File: src/rtl/mem_arbiter_if.sv
// Shared constants and the bundled requester/RAM signal set for the two-port memory arbiter.
// The arbiter binds to the slave view; the environment binds to the master view.
package Constants;
  localparam int WIDTH = 32;
endpackage

interface mem_arbiter_if #(parameter int WIDTH = Constants::WIDTH);
  logic             if_req;
  logic [WIDTH-1:0] if_addr;
  logic             if_gnt;
  logic             if_valid;
  logic [WIDTH-1:0] if_rdata;
  logic             dm_req;
  logic             dm_we;
  logic [WIDTH-1:0] dm_addr;
  logic [WIDTH-1:0] dm_wdata;
  logic [3:0]       dm_be;
  logic             dm_gnt;
  logic             dm_valid;
  logic [WIDTH-1:0] dm_rdata;
  logic             mem_en;
  logic             mem_we;
  logic [WIDTH-1:0] mem_addr;
  logic [WIDTH-1:0] mem_wdata;
  logic [3:0]       mem_be;
  logic [WIDTH-1:0] mem_rdata;
  logic             stall;

  modport slave (
    input  if_req, if_addr, dm_req, dm_we, dm_addr, dm_wdata, dm_be, mem_rdata,
    output if_gnt, if_valid, if_rdata, dm_gnt, dm_valid, dm_rdata,
           mem_en, mem_we, mem_addr, mem_wdata, mem_be, stall
  );

  modport master (
    output if_req, if_addr, dm_req, dm_we, dm_addr, dm_wdata, dm_be, mem_rdata,
    input  if_gnt, if_valid, if_rdata, dm_gnt, dm_valid, dm_rdata,
           mem_en, mem_we, mem_addr, mem_wdata, mem_be, stall
  );
endinterface

File: src/rtl/mem_arbiter.sv
// Round-robin arbiter sharing one single-port RAM between the fetch and data requesters.
// Each transfer takes WAIT_CYCLES access cycles plus one response cycle; grants open in IDLE/RESP.
module mem_arbiter #(
  parameter int WIDTH       = Constants::WIDTH,
  parameter int WAIT_CYCLES = 1
) (
  input logic        clk,
  input logic        rst,
  mem_arbiter_if.slave bus
);
  typedef enum logic [1:0] {IDLE, ACCESS, RESP} state_t;
  localparam logic P_IF = 1'b0;
  localparam logic P_DM = 1'b1;

  state_t                 state, state_nxt;
  logic [3:0]             cnt;
  logic                   last_grant, owner;
  logic [WIDTH-1:0]       lat_addr, lat_wdata;
  logic [3:0]             lat_be;
  logic                   lat_we;
  logic [1:0][WIDTH-1:0]  rdata_q;
  logic                   accept, gnt_if, gnt_dm, any_gnt, last_acc;

  // Ties go to whichever port did not win last; reset holds both grants low.
  assign accept   = rst && (state != ACCESS);
  assign gnt_if   = accept & bus.if_req & (~bus.dm_req | (last_grant == P_DM));
  assign gnt_dm   = accept & bus.dm_req & (~bus.if_req | (last_grant == P_IF));
  assign any_gnt  = gnt_if | gnt_dm;
  assign last_acc = (cnt == 4'(WAIT_CYCLES - 1));

  always_ff @(posedge clk) begin
    if (!rst) state <= IDLE;
    else      state <= state_nxt;
  end

  always_comb begin
    state_nxt = state;
    case (state)
      IDLE:    state_nxt = any_gnt  ? ACCESS : IDLE;
      ACCESS:  state_nxt = last_acc ? RESP   : ACCESS;
      RESP:    state_nxt = any_gnt  ? ACCESS : IDLE;
      default: state_nxt = IDLE;
    endcase
  end

  always_comb begin
    bus.if_gnt    = gnt_if;
    bus.dm_gnt    = gnt_dm;
    bus.mem_en    = (state == ACCESS);
    bus.mem_we    = (state == ACCESS) && (cnt == 4'd0) && lat_we;
    bus.if_valid  = (state == RESP) && (owner == P_IF);
    bus.dm_valid  = (state == RESP) && (owner == P_DM);
    bus.if_rdata  = rdata_q[P_IF];
    bus.dm_rdata  = rdata_q[P_DM];
    bus.mem_addr  = lat_addr;
    bus.mem_wdata = lat_wdata;
    bus.mem_be    = lat_be;
    bus.stall     = rst & ((state == ACCESS) | (bus.if_req & ~gnt_if) | (bus.dm_req & ~gnt_dm));
  end

  always_ff @(posedge clk) begin
    if (!rst) begin
      cnt        <= '0;
      last_grant <= P_IF;
      owner      <= P_IF;
      lat_addr   <= '0;
      lat_wdata  <= '0;
      lat_be     <= '0;
      lat_we     <= 1'b0;
      rdata_q    <= '0;
    end else begin
      if (any_gnt) begin
        cnt        <= '0;
        last_grant <= gnt_dm;
        owner      <= gnt_dm;
        lat_addr   <= gnt_dm ? bus.dm_addr  : bus.if_addr;
        lat_wdata  <= gnt_dm ? bus.dm_wdata : '0;
        lat_be     <= gnt_dm ? bus.dm_be    : 4'hF;
        lat_we     <= gnt_dm & bus.dm_we;
      end else if ((state == ACCESS) && !last_acc) begin
        cnt <= cnt + 4'd1;
      end
      // Stores report zero so a stale load value never looks like store data.
      if ((state == ACCESS) && last_acc)
        rdata_q[owner] <= lat_we ? '0 : bus.mem_rdata;
    end
  end
endmodule

File: src/flat_wrapper.sv
// flat-port wrapper written by rule: the top's interface ports become plain ports
module mem_arbiter_flat 
#(
  parameter int WIDTH       = Constants::WIDTH,
  parameter int WAIT_CYCLES = 1
)
  (clk, rst, bus_if_req, bus_if_addr, bus_dm_req, bus_dm_we, bus_dm_addr, bus_dm_wdata, bus_dm_be, bus_mem_rdata, bus_if_gnt, bus_if_valid, bus_if_rdata, bus_dm_gnt, bus_dm_valid, bus_dm_rdata, bus_mem_en, bus_mem_we, bus_mem_addr, bus_mem_wdata, bus_mem_be, bus_stall);
  mem_arbiter_if #(.WIDTH(WIDTH)) bus_i ();
  input logic clk;
  input logic rst;
  input wire logic [$bits(bus_i.if_req)-1:0] bus_if_req;
  input wire logic [$bits(bus_i.if_addr)-1:0] bus_if_addr;
  input wire logic [$bits(bus_i.dm_req)-1:0] bus_dm_req;
  input wire logic [$bits(bus_i.dm_we)-1:0] bus_dm_we;
  input wire logic [$bits(bus_i.dm_addr)-1:0] bus_dm_addr;
  input wire logic [$bits(bus_i.dm_wdata)-1:0] bus_dm_wdata;
  input wire logic [$bits(bus_i.dm_be)-1:0] bus_dm_be;
  input wire logic [$bits(bus_i.mem_rdata)-1:0] bus_mem_rdata;
  output wire logic [$bits(bus_i.if_gnt)-1:0] bus_if_gnt;
  output wire logic [$bits(bus_i.if_valid)-1:0] bus_if_valid;
  output wire logic [$bits(bus_i.if_rdata)-1:0] bus_if_rdata;
  output wire logic [$bits(bus_i.dm_gnt)-1:0] bus_dm_gnt;
  output wire logic [$bits(bus_i.dm_valid)-1:0] bus_dm_valid;
  output wire logic [$bits(bus_i.dm_rdata)-1:0] bus_dm_rdata;
  output wire logic [$bits(bus_i.mem_en)-1:0] bus_mem_en;
  output wire logic [$bits(bus_i.mem_we)-1:0] bus_mem_we;
  output wire logic [$bits(bus_i.mem_addr)-1:0] bus_mem_addr;
  output wire logic [$bits(bus_i.mem_wdata)-1:0] bus_mem_wdata;
  output wire logic [$bits(bus_i.mem_be)-1:0] bus_mem_be;
  output wire logic [$bits(bus_i.stall)-1:0] bus_stall;
  assign bus_i.if_req = bus_if_req;
  assign bus_i.if_addr = bus_if_addr;
  assign bus_i.dm_req = bus_dm_req;
  assign bus_i.dm_we = bus_dm_we;
  assign bus_i.dm_addr = bus_dm_addr;
  assign bus_i.dm_wdata = bus_dm_wdata;
  assign bus_i.dm_be = bus_dm_be;
  assign bus_i.mem_rdata = bus_mem_rdata;
  assign bus_if_gnt = bus_i.if_gnt;
  assign bus_if_valid = bus_i.if_valid;
  assign bus_if_rdata = bus_i.if_rdata;
  assign bus_dm_gnt = bus_i.dm_gnt;
  assign bus_dm_valid = bus_i.dm_valid;
  assign bus_dm_rdata = bus_i.dm_rdata;
  assign bus_mem_en = bus_i.mem_en;
  assign bus_mem_we = bus_i.mem_we;
  assign bus_mem_addr = bus_i.mem_addr;
  assign bus_mem_wdata = bus_i.mem_wdata;
  assign bus_mem_be = bus_i.mem_be;
  assign bus_stall = bus_i.stall;
  mem_arbiter #(.WIDTH(WIDTH), .WAIT_CYCLES(WAIT_CYCLES)) u_core (.clk(clk), .rst(rst), .bus(bus_i));
endmodule
File: config.mk
export PLATFORM = sky130hd
export DESIGN_NAME = mem_arbiter_flat
export DESIGN_NICKNAME = d
export VERILOG_FILES = /design/src/rtl/mem_arbiter_if.sv /design/src/rtl/mem_arbiter.sv /design/src/flat_wrapper.sv
export SDC_FILE = /design/constraint.sdc
export NUM_CORES = 1
export LEC_CHECK = 0
export BUFFER_PORTS_ARGS = -buffer_cell sky130_fd_sc_hd__buf_2
export CAP_MARGIN = 20
export CORE_MARGIN = 2
export CORE_UTILIZATION = 49
export DETAILED_ROUTE_END_ITERATION = 7
export HOLD_SLACK_MARGIN = 0.06
export PLACE_DENSITY = 0.88
export REMOVE_ABC_BUFFERS = 1
export SETUP_SLACK_MARGIN = 0.2
export SLEW_MARGIN = 0
export SYNTH_ARGS = -nofsm -noshare
export SYNTH_HDL_FRONTEND = slang
export SYNTH_SLANG_ARGS = --single-unit
File: constraint.sdc
create_clock -name clk -period 5.7 [get_ports clk]
set_clock_uncertainty 0.2 [all_clocks]
set_input_delay 0.285 -clock clk [delete_from_list [all_inputs] [get_ports clk]]
set_output_delay 0.285 -clock clk [all_outputs]
set_load 0.01 [all_outputs]
==> key figures, run 1 <==
STA
  • Worst-Margin Slew: 1.04 ns
  • Relative slew slack: 30.4%
  • Fin crit share: 55.9%
  • Setup TNS: 0 ns
  • Period minus WS final: 3.19 ns
  • RSZ-0062 raised after global routing: false
  • Final slew viol count: 0
  • Fmax: 314 MHz
  • Final hold violation count: 0
  • # setup viols final: 0

Hold path
  • Hold/Removal Path Class: reg -> reg
  • Worst Hold Path Cells: 2

Die
  • Horiz. Die Dim: 110 um
  • Die Y: 110 um
  • Core area: around 0.011 mm2
  • Total I/O pin count: 276
  • Full die area: 0.0121 mm2
  • Starting Density: 50.4%
  • Rows: 38

Logic synthesis
  • Synthesized area: around 0.0055 mm2
  • Mapped Cells: 520
  • Number of synthesized flops with an enable pin: 0
  • Asr flop ratio synth: 0%
  • Top_reg_cell synth: dfxtp_1
  • Sequential area share after synthesis: 51.0%
  • Post-synth cell types: 29
  • #FFs+latches synth: 140
  • Mean Syn Cell Area: 10.6 um2
  • Synth warnings: 0

Worst setup path
  • WP data required: 5.94 ns
  • Reg2reg path depth: 6
  • Critical Path End Type: flip-flop
  • Crit path largest cell delay: between 0.6 and 0.7 ns
  • Critical path fanouts, max: 47
  • FF-to-FF setup slack: approximately 2.6 ns
  • CP cell instances: dlygate4sd3_1 -> buf_4 -> inv_1 -> nor3_2 -> buf_4 -> mux2i_1 -> dlygate4sd3_1
  • Setup CP Type: in -> reg
  • CP max stage cell: dlygate4sd3_1
  • Arr. time, crit path: roughly 3.4 ns
  • CP Launch Type: input pin

Drt
  • Final wirelength: 22.8 mm
  • Initial DRC Count: 710
  • DR WL/cell: 21.0 um
  • ANT nets after route: 0
  • Residual DRC: 0
  • Detailed Routing Iterations Pass 1: 6
  • Routed vias: 6,159
  • Drt via density: between 5 and 6

Global route
  • Antenna violations before repair: 1
  • First-pass GRT wire length: 32.9 mm
  • Residual overflow from global routing: 0
  • GRT Overall Usage: 36.1%
  • Pin count of the biggest net entering global routing: 91
  • Number of global-route vias before repair: 6,333

Power
  • Leak pwr: about 4.7 nW
  • Peak supply drop: 166 uV
  • PD cells: 288 mW/mm2

CTS
  • Hold-fix buffers, CTS: 151
  • Setup Fix Bufs, Post-CTS: 0
  • Clock sink total: 140
  • Clock Root Buffer: clkbuf_8
  • Clk buf depth: 2
  • Worst-skew pair later-pin latency: between 0.5 and 0.6 ns
  • CTS H-tree depth: 4
  • CTS tree: yes
  • Reg clk slew, reported paths: 0.07 ns
  • Num CTS Buffers: 17
  • Resized cells post-CTS: 0

Finish
  • Share of cells above drive strength 1: ~34%
  • Fin area: 0.00902 mm2
  • Most common cell after layout, fill and taps aside: buf_2
  • Commonest cells after routing, fill and taps aside: 274 x buf_2, 151 x dlygate4sd3_1, 140 x dfxtp_1
  • Layout Area Growth over Synthesis: 64.3%
  • Fill cell count: 562
  • Layout net count: around 1,100

Placed design
  • Area post-placement: 0.00692 mm2
  • Gpl congestion: 0.780
  • Number of port buffers: 275
  • DP Wirelength: 10.5 mm

Flow run
  • Max Cap Violations: 0

Status
  • Outcome: complete, no violations
-- per-layer routing --
metal	wire length, um	part of all wire, %	track usage, %
met5	0	0	0
met4	1660	7.3	26.7
met3	2030	8.9	10.8
met2	11500	50	62.0
met1	7600	33	37.0
-- final timing paths --
check,from,to
setup / recovery,rst,u_core.bus.mem_addr[14]
hold / removal,u_core.bus.dm_rdata[26],u_core.bus.dm_rdata[26]
setup reg to reg,u_core.last_grant,u_core.bus.mem_addr[14]
hold reg to reg,u_core.bus.dm_rdata[26],u_core.bus.dm_rdata[26]
-- critical path, delay by kind of cell --
kind,cells,cell delay (ns)
and+or+nand+nor,1,0.25
muxes,1,0.32
buffers and inverters,5,2.53
-- synthesized netlist by cell type (all sizes together), types with 2 or more instances --
| cell type | number | share of area [%] |
|---|---|---|
| a21oi | 6 | 0.55 |
| a22o | 33 | 5.3 |
| buf | 19 | 2.2 |
| clkbuf | 22 | 1.5 |
| dfxtp | 140 | 51 |
| ha | 2 | 0.46 |
| inv | 7 | 0.48 |
| mux2i | 128 | 23 |
| nand2 | 97 | 6.6 |
| nand3 | 5 | 0.46 |
| nand3b | 32 | 4.4 |
| nor2 | 2 | 0.14 |
| nor3 | 3 | 0.27 |
| nor3b | 2 | 0.27 |
| o21ai | 6 | 0.55 |
| o221a | 4 | 0.82 |
| or3 | 2 | 0.23 |
-- layout make-up --
| cell class | count | area (um2) | share of cell area, % |
|---|---|---|---|
| Clock inverter | 13 | 143 | 1.58 |
| Antenna cell | 1 | 2.50 | 0.0277 |
| Multi-Input combinational cell | 332 | 2480 | 27.5 |
| Timing Repair Buffer | 431 | 2970 | 32.9 |
| Inverter | 7 | 26.3 | 0.291 |
| Tap cell | 140 | 175 | 1.94 |
| Sequential cell | 140 | 2800 | 31.1 |
| Clock buffer | 19 | 422 | 4.67 |
-- through the flow --
step / worst slack, ns / hold slack (ns) / util (%) / cells / power, W
after global routing: 2.50 / 0.279 / 82.9 / 1083 / 0.00266
final: 2.51 / 0.255 / 82.9 / 1083 / 0.00259
after CTS: 2.86 / 0.189 / 82.6 / 1081 / 0.00252
after detailed placement: 3.17 / 0.248 / 63.5 / 898 / 0.00139
after floorplan: 0.647 / 0.201 / - / 479 / 0.00124
after global placement: 3.11 / 0.240 / 63.3 / 897 / 0.00137
-- flip-flops by register name, indices dropped and copies added, names as in the netlist --
signal                cells
u_core.bus.if_rdata      32
u_core.lat_we             1
u_core.bus.mem_addr      32
u_core.cnt                4
u_core.last_grant         1
u_core.bus.mem_wdata     32
u_core.bus.dm_rdata      32
u_core.state              2
u_core.bus.mem_be         4
-- power breakdown --
part | internal (W) | total, W | switching (W)
Combinational | 0.000229 | 0.000434 | 0.000205
Sequential | 0.00104 | 0.00108 | 0.0000452
Clock | 0.000626 | 0.00108 | 0.000453
-- cells by family after synthesis --
family	share of synthesized area [%]
flops	51.0
buf+inv	4.17
simple gates	13.2
mux	23.3
compound gates	7.79
fa+ha+maj	0.456
(Power assumes the default switching activity.)
==> inputs of run 2 (changes only) <==
CORE_UTILIZATION = 46   (was 49)
PLACE_DENSITY = 0.84   (was 0.88)
clock period = 3.25 ns   (was 5.7 ns; I/O delays follow)
==> run 2 against run 1 <==
  * The flow now finishes with violations (DRC)
  * Flip-flop and latch count stayed put
  * Power rose by 79%
  * Critical path type unchanged
  * First-iteration DRC count is 35% lower
  * Global-route usage fell by 5.2 points
==> key figures, run 2 (synthesized netlist as in run 1, its figures left out) <==
Status
  • Outcome: complete, but fails checks
  • Failing checks: DRC

Worst setup path
  • Critical Path End Type: flip-flop
  • CP Launch Type: input pin
  • Reg-to-reg startpoint: u_core.last_grant
  • FF-to-FF setup slack: between 0.3 and 0.4 ns
  • Worst r2r dst: u_core.bus.mem_addr[16]
  • Critical path fanouts, max: 32
  • Reg2reg path depth: 6
  • Setup CP Type: in -> reg
  • Arr. time, crit path: 3.01 ns
  • WP data required: 3.34 ns

CTS
  • Reg clk slew, reported paths: 0.06 ns
  • CTS tree: yes
  • Clock Root Buffer: clkbuf_16
  • Worst-skew pair later-pin latency: just over 0.4 ns
  • Clk buf depth: 2
  • Clock sink total: 140
  • Setup Fix Bufs, Post-CTS: 0
  • CTS H-tree depth: 4
  • Num CTS Buffers: 17

Global route
  • Pin count of the biggest net entering global routing: 66
  • GRT Overall Usage: 31.0%
  • Residual overflow from global routing: 0
  • First-pass GRT wire length: 30.7 mm
  • Antenna violations before repair: 2
  • Number of global-route vias before repair: between 5,000 and 6,000

Placed design
  • Gpl congestion: 0.798
  • DP Wirelength: 10.5 mm
  • Pre-CTS setup slack: approximately 0.80 ns
  • Number of port buffers: 275

Drt
  • Top Layer Used: met4
  • Routed wl met2: 10.4 mm
  • Detailed Routing Iterations Pass 1: 8
  • ANT nets after route: 0
  • Final wirelength: 20.4 mm
  • Drt via density: 5.35
  • Residual DRC: 13
  • Met1 WL: 7.33 mm
  • DR WL/cell: 19.0 um
  • Metal3 WL: 1.52 mm
  • Routed vias: between 5,000 and 6,000
  • Initial DRC Count: between 400 and 500

Hold path
  • Hold/Removal Path Class: in -> reg
  • Worst Hold Path Cells: 4
  • Hold Path Sink: u_core.state[0]
  • Hold Startpoint: bus_dm_req

Power
  • Total power: 0.00464 W
  • Peak supply drop: 391 uV
  • PD cells: 518 mW/mm2
  • Leak pwr: 4.63 nW

STA
  • RSZ-0062 raised after global routing: false
  • Relative slew slack: between 30 and 40%
  • Period minus WS final: 2.93 ns
  • Final slew viol count: 0
  • Worst-Margin Slew: 0.986 ns
  • Worst Hold Slack: 0.213 ns
  • Final hold violation count: 0
  • Fin crit share: ~90%
  • Final worst slack: 0.324 ns
  • # setup viols final: 0
  • Fmax: 342 MHz

Die
  • Horiz. Die Dim: around 110 um
  • Die Y: about 110 um
  • Starting Density: between 40% and 50%
  • Full die area: 0.0128 mm2
  • Core area: 0.0115 mm2
  • Rows: 39
  • Total I/O pin count: 276

Finish
  • Most common cell after layout, fill and taps aside: buf_2
  • Layout net count: 1,058
  • Commonest cells after routing, fill and taps aside: 274 x buf_2, 140 x dfxtp_1, 138 x dlygate4sd3_1
  • Share of cells above drive strength 1: 34.9%
  • Layout Area Growth over Synthesis: 63.1%

Flow run
  • Max Cap Violations: 0
## run 2: changes by cell type in the layout (fill, tap and decap cells not counted), sizes merged
cell,previous run,this run
clkbuf,19,21
clkinv,7,6
clkinvlp,2,1
diode,1,2
inv,9,7
buf,280,283
bufinv,2,3
dlygate4sd3,151,138
## run 2: layout make-up
class	count	area, um2
well taps	143	179
inverters	7	26.3
multi-input cells	332	2480
diodes	2	5.00
fillers	692	2560
flip-flops and latches	140	2800
repair buffers	421	2840
clock inverters	10	139
clock buffers	21	480
## run 2: worst max-delay path by stage
stage | startpoint | endpoint | slack, ns | depth (start not counted)
2_1_floorplan | u_core.state[1] | u_core.bus.mem_be[0] | -1.80 | 4
5_1_grt | bus_if_req | u_core.bus.mem_addr[16] | 0.28 | 8
3_3_place_gp | u_core.cnt[0] | u_core.bus.if_rdata[31] | 0.86 | 5
4_1_cts | bus_if_req | u_core.bus.mem_addr[14] | 0.42 | 8
6_report | bus_if_req | u_core.bus.mem_addr[16] | 0.32 | 8
3_5_place_dp | u_core.cnt[0] | u_core.bus.if_rdata[20] | 0.80 | 5
## run 2: metrics by stage
stage          utilization [%]  std cells  setup TNS, ns  cell area (um2)
2_1_floorplan                -        479         -81.59             5290
3_3_place_gp              60.1        904              0             6920
3_5_place_dp              60.1        904              0             6920
4_1_cts                   77.5       1073              0             8920
5_1_grt                   77.8       1076              0             8960
6_report                  77.8       1076              0             8960
## run 2: timing repair
item,CTS,global route
hold buffers,138,0
setup endpoints to repair,0,1
endpoints found under the hold margin,134,0
gates resized for setup,0,1
## run 2: worst max-delay path: stages
cell	delay (ns)
dlygate4sd3_1	0.55
buf_2	0.17
a21boi_4	0.19
buf_6	0.37
mux2i_1	0.27
dlygate4sd3_1	0.59
mux2i_1	0.08
dlygate4sd3_1	0.59
## run 2: per-layer routing
metal / global-route usage, % / vias to the layer above
met5: 0 / -
met3: 8.41 / 88
met4: 21.3 / 0
li1: - / 2642
met2: 54.5 / 339
met1: 32.0 / 2687
## run 2: power breakdown
group | total (W) | switching [W] | internal (W)
sequential | 0.00189 | 0.0000702 | 0.00182
clock | 0.00203 | 0.000744 | 0.00129
combinational | 0.000727 | 0.000345 | 0.000382
==> inputs of run 3 (changes only) <==
CORE_ASPECT_RATIO = 1.2   (was default)
==> run 3 against run 2 <==
  * The flow now finishes without violations
  * Global-route usage shrank 1.2 points
  * Count of clock-buffer cells in the layout shrank 2
  * Register-to-register slack gained 0.24 ns
  * First-iteration DRC count shrank 1.3%
  * Largest cell class unchanged
  * Largest power group unchanged
  * Highest routed layer unchanged
==> key figures, run 3 (synthesized netlist as in run 1, its figures left out) <==
Status
  • Outcome: complete, no violations

Placed design
  • Pre-CTS setup slack: 0.828 ns
  • DP Wirelength: 10.1 mm
  • Gpl congestion: 0.766
  • Number of port buffers: 275
  • Area post-placement: ~0.007 mm2

Global route
  • First-pass GRT wire length: 30.0 mm
  • Antenna violations before repair: 1
  • Residual overflow from global routing: 0
  • GRT Overall Usage: 29.8%
  • Pin count of the biggest net entering global routing: 65
  • Number of global-route vias before repair: between 5,000 and 6,000

CTS
  • Clock Root Buffer: clkbuf_16
  • Reg clk slew, reported paths: 0.06 ns
  • Worst-skew pair later-pin latency: ~0.40 ns
  • Num CTS Buffers: 17
  • Setup Fix Bufs, Post-CTS: 0
  • CTS tree: yes
  • Clock sink total: 140
  • CTS H-tree depth: 4
  • Clk buf depth: 2

Die
  • Die Y: 124 um
  • Starting Density: 47.3%
  • Full die area: between 0.01 and 0.015 mm2
  • Total I/O pin count: 276
  • Core area: 0.0116 mm2
  • Horiz. Die Dim: 104 um
  • Rows: between 40 and 50

Worst setup path
  • Reg-to-reg startpoint: u_core.cnt[0]
  • Reg2reg path depth: 7
  • CP cell instances: inv_1 -> ha_1 -> nor3b_1 -> nand3_2 -> buf_4 -> mux2i_1 -> dlygate4sd3_1
  • Critical path fanouts, max: 32
  • Worst r2r dst: u_core.bus.dm_rdata[14]
  • CP max stage cell: dlygate4sd3_1
  • Arr. time, crit path: 2.74 ns
  • Crit path largest cell delay: 0.60 ns
  • CP Launch Type: flip-flop
  • Critical Path End Type: flip-flop
  • WP data required: 3.34 ns
  • FF-to-FF setup slack: 0.59 ns
  • Setup CP Type: reg -> reg

STA
  • Worst Hold Slack: 0.183 ns
  • Fmax: 376 MHz
  • Final hold violation count: 0
  • Relative slew slack: 59.8%
  • RSZ-0062 raised after global routing: false
  • Fin crit share: 81.7%
  • Final slew viol count: 0
  • Worst-Margin Slew: 0.602 ns
  • Period minus WS final: 2.66 ns
  • Final worst slack: 0.594 ns
  • # setup viols final: 0

Hold path
  • Hold Path Sink: u_core.state[0]
  • Worst Hold Path Cells: 4
  • Hold/Removal Path Class: in -> reg
  • Hold Startpoint: bus_dm_req

Finish
  • Layout Area Growth over Synthesis: 63.0%
  • Commonest cells after routing, fill and taps aside: 274 x buf_2, 140 x dlygate4sd3_1, 140 x dfxtp_1
  • Fin area: 0.00895 mm2
  • Layout net count: 1,059
  • Finished Core Util: 77.0%
  • Share of cells above drive strength 1: 34.8%
  • Most common cell after layout, fill and taps aside: buf_2

Drt
  • Drt via density: around 5.3
  • ANT nets after route: 0
  • DR WL/cell: 18.2 um
  • Detailed Routing Iterations Pass 1: 5
  • Initial DRC Count: 455
  • Routed vias: 5,739
  • Residual DRC: 0
  • Final wirelength: 19.9 mm

Power
  • Total power: 0.00452 W
  • Leak pwr: 4.62 nW
  • PD cells: 505 mW/mm2
  • Peak supply drop: 323 uV

Flow run
  • Max Cap Violations: 0
run 3: changes by cell type in the layout (fill, tap and decap cells not counted), sizes merged:
cell / change
buf: -1
clkbuf: -2
clkinvlp: +2
bufinv: -2
dlygate4sd3: +2
inv: +5
clkinv: -2
diode: -1
run 3: area by class of cell:
type	instances	area, um2
Tap cell	157	196
Inverter	7	26.3
Antenna cell	1	2.50
Fill cell	712	2670
Timing Repair Buffer	422	2850
Multi-Input combinational cell	332	2490
Sequential cell	140	2800
Clock buffer	19	453
Clock inverter	13	134
run 3: routing by layer:
| metal | GRT usage, % | part of all wire (%) | vias to the layer above |
|---|---|---|---|
| met5 | 0 | 0 | - |
| met4 | 21.6 | 6.0 | 0 |
| met3 | 7.64 | 7.2 | 98 |
| met2 | 52.2 | 50 | 351 |
| met1 | 31.6 | 37 | 2667 |
| li1 | - | - | 2623 |
run 3: what timing repair did:
item                       in CTS  in global routing
setup endpoints to repair       0                  1
hold endpoints to repair      134                  0
hold buffers                  140                  0
gates resized for setup         0                  1
run 3: per-stage QoR:
| stage | cells | TNS, ns |
|---|---|---|
| 3_3_place_gp | 917 | 0 |
| 6_report | 1091 | 0 |
| 4_1_cts | 1089 | 0 |
| 5_1_grt | 1091 | 0 |
| 3_5_place_dp | 917 | 0 |
| 2_1_floorplan | 479 | -81.59 |
run 3: power breakdown:
part           internal (W)  leakage [nW]  switching (W)
registers           0.00182          1.15      0.0000667
logic              0.000379          3.20       0.000348
clock network       0.00111         0.279       0.000799
total               0.00331          4.62        0.00121
run 3: how the worst max path moves through the flow:
stage                    startpoint                      end  slack (ns)  cells past startpoint
floorplan           u_core.state[1]     u_core.bus.mem_be[0]       -1.80                      4
global placement      u_core.cnt[0]  u_core.bus.if_rdata[17]        0.87                      5
detailed placement    u_core.cnt[0]  u_core.bus.if_rdata[19]        0.83                      5
CTS                   u_core.cnt[0]  u_core.bus.if_rdata[20]        0.29                      6
global route          u_core.cnt[0]  u_core.bus.dm_rdata[14]        0.37                      7
finish                u_core.cnt[0]  u_core.bus.dm_rdata[14]        0.59                      7
run 3: worst max-delay path, delay by kind of cell (launching register included):
| family | cells | cell delay, ns |
|---|---|---|
| mux | 1 | 0.18 |
| simple gates | 2 | 0.63 |
| flops | 1 | 0.34 |
| buf+inv | 3 | 1.00 |
| fa+ha+maj | 1 | 0.16 |
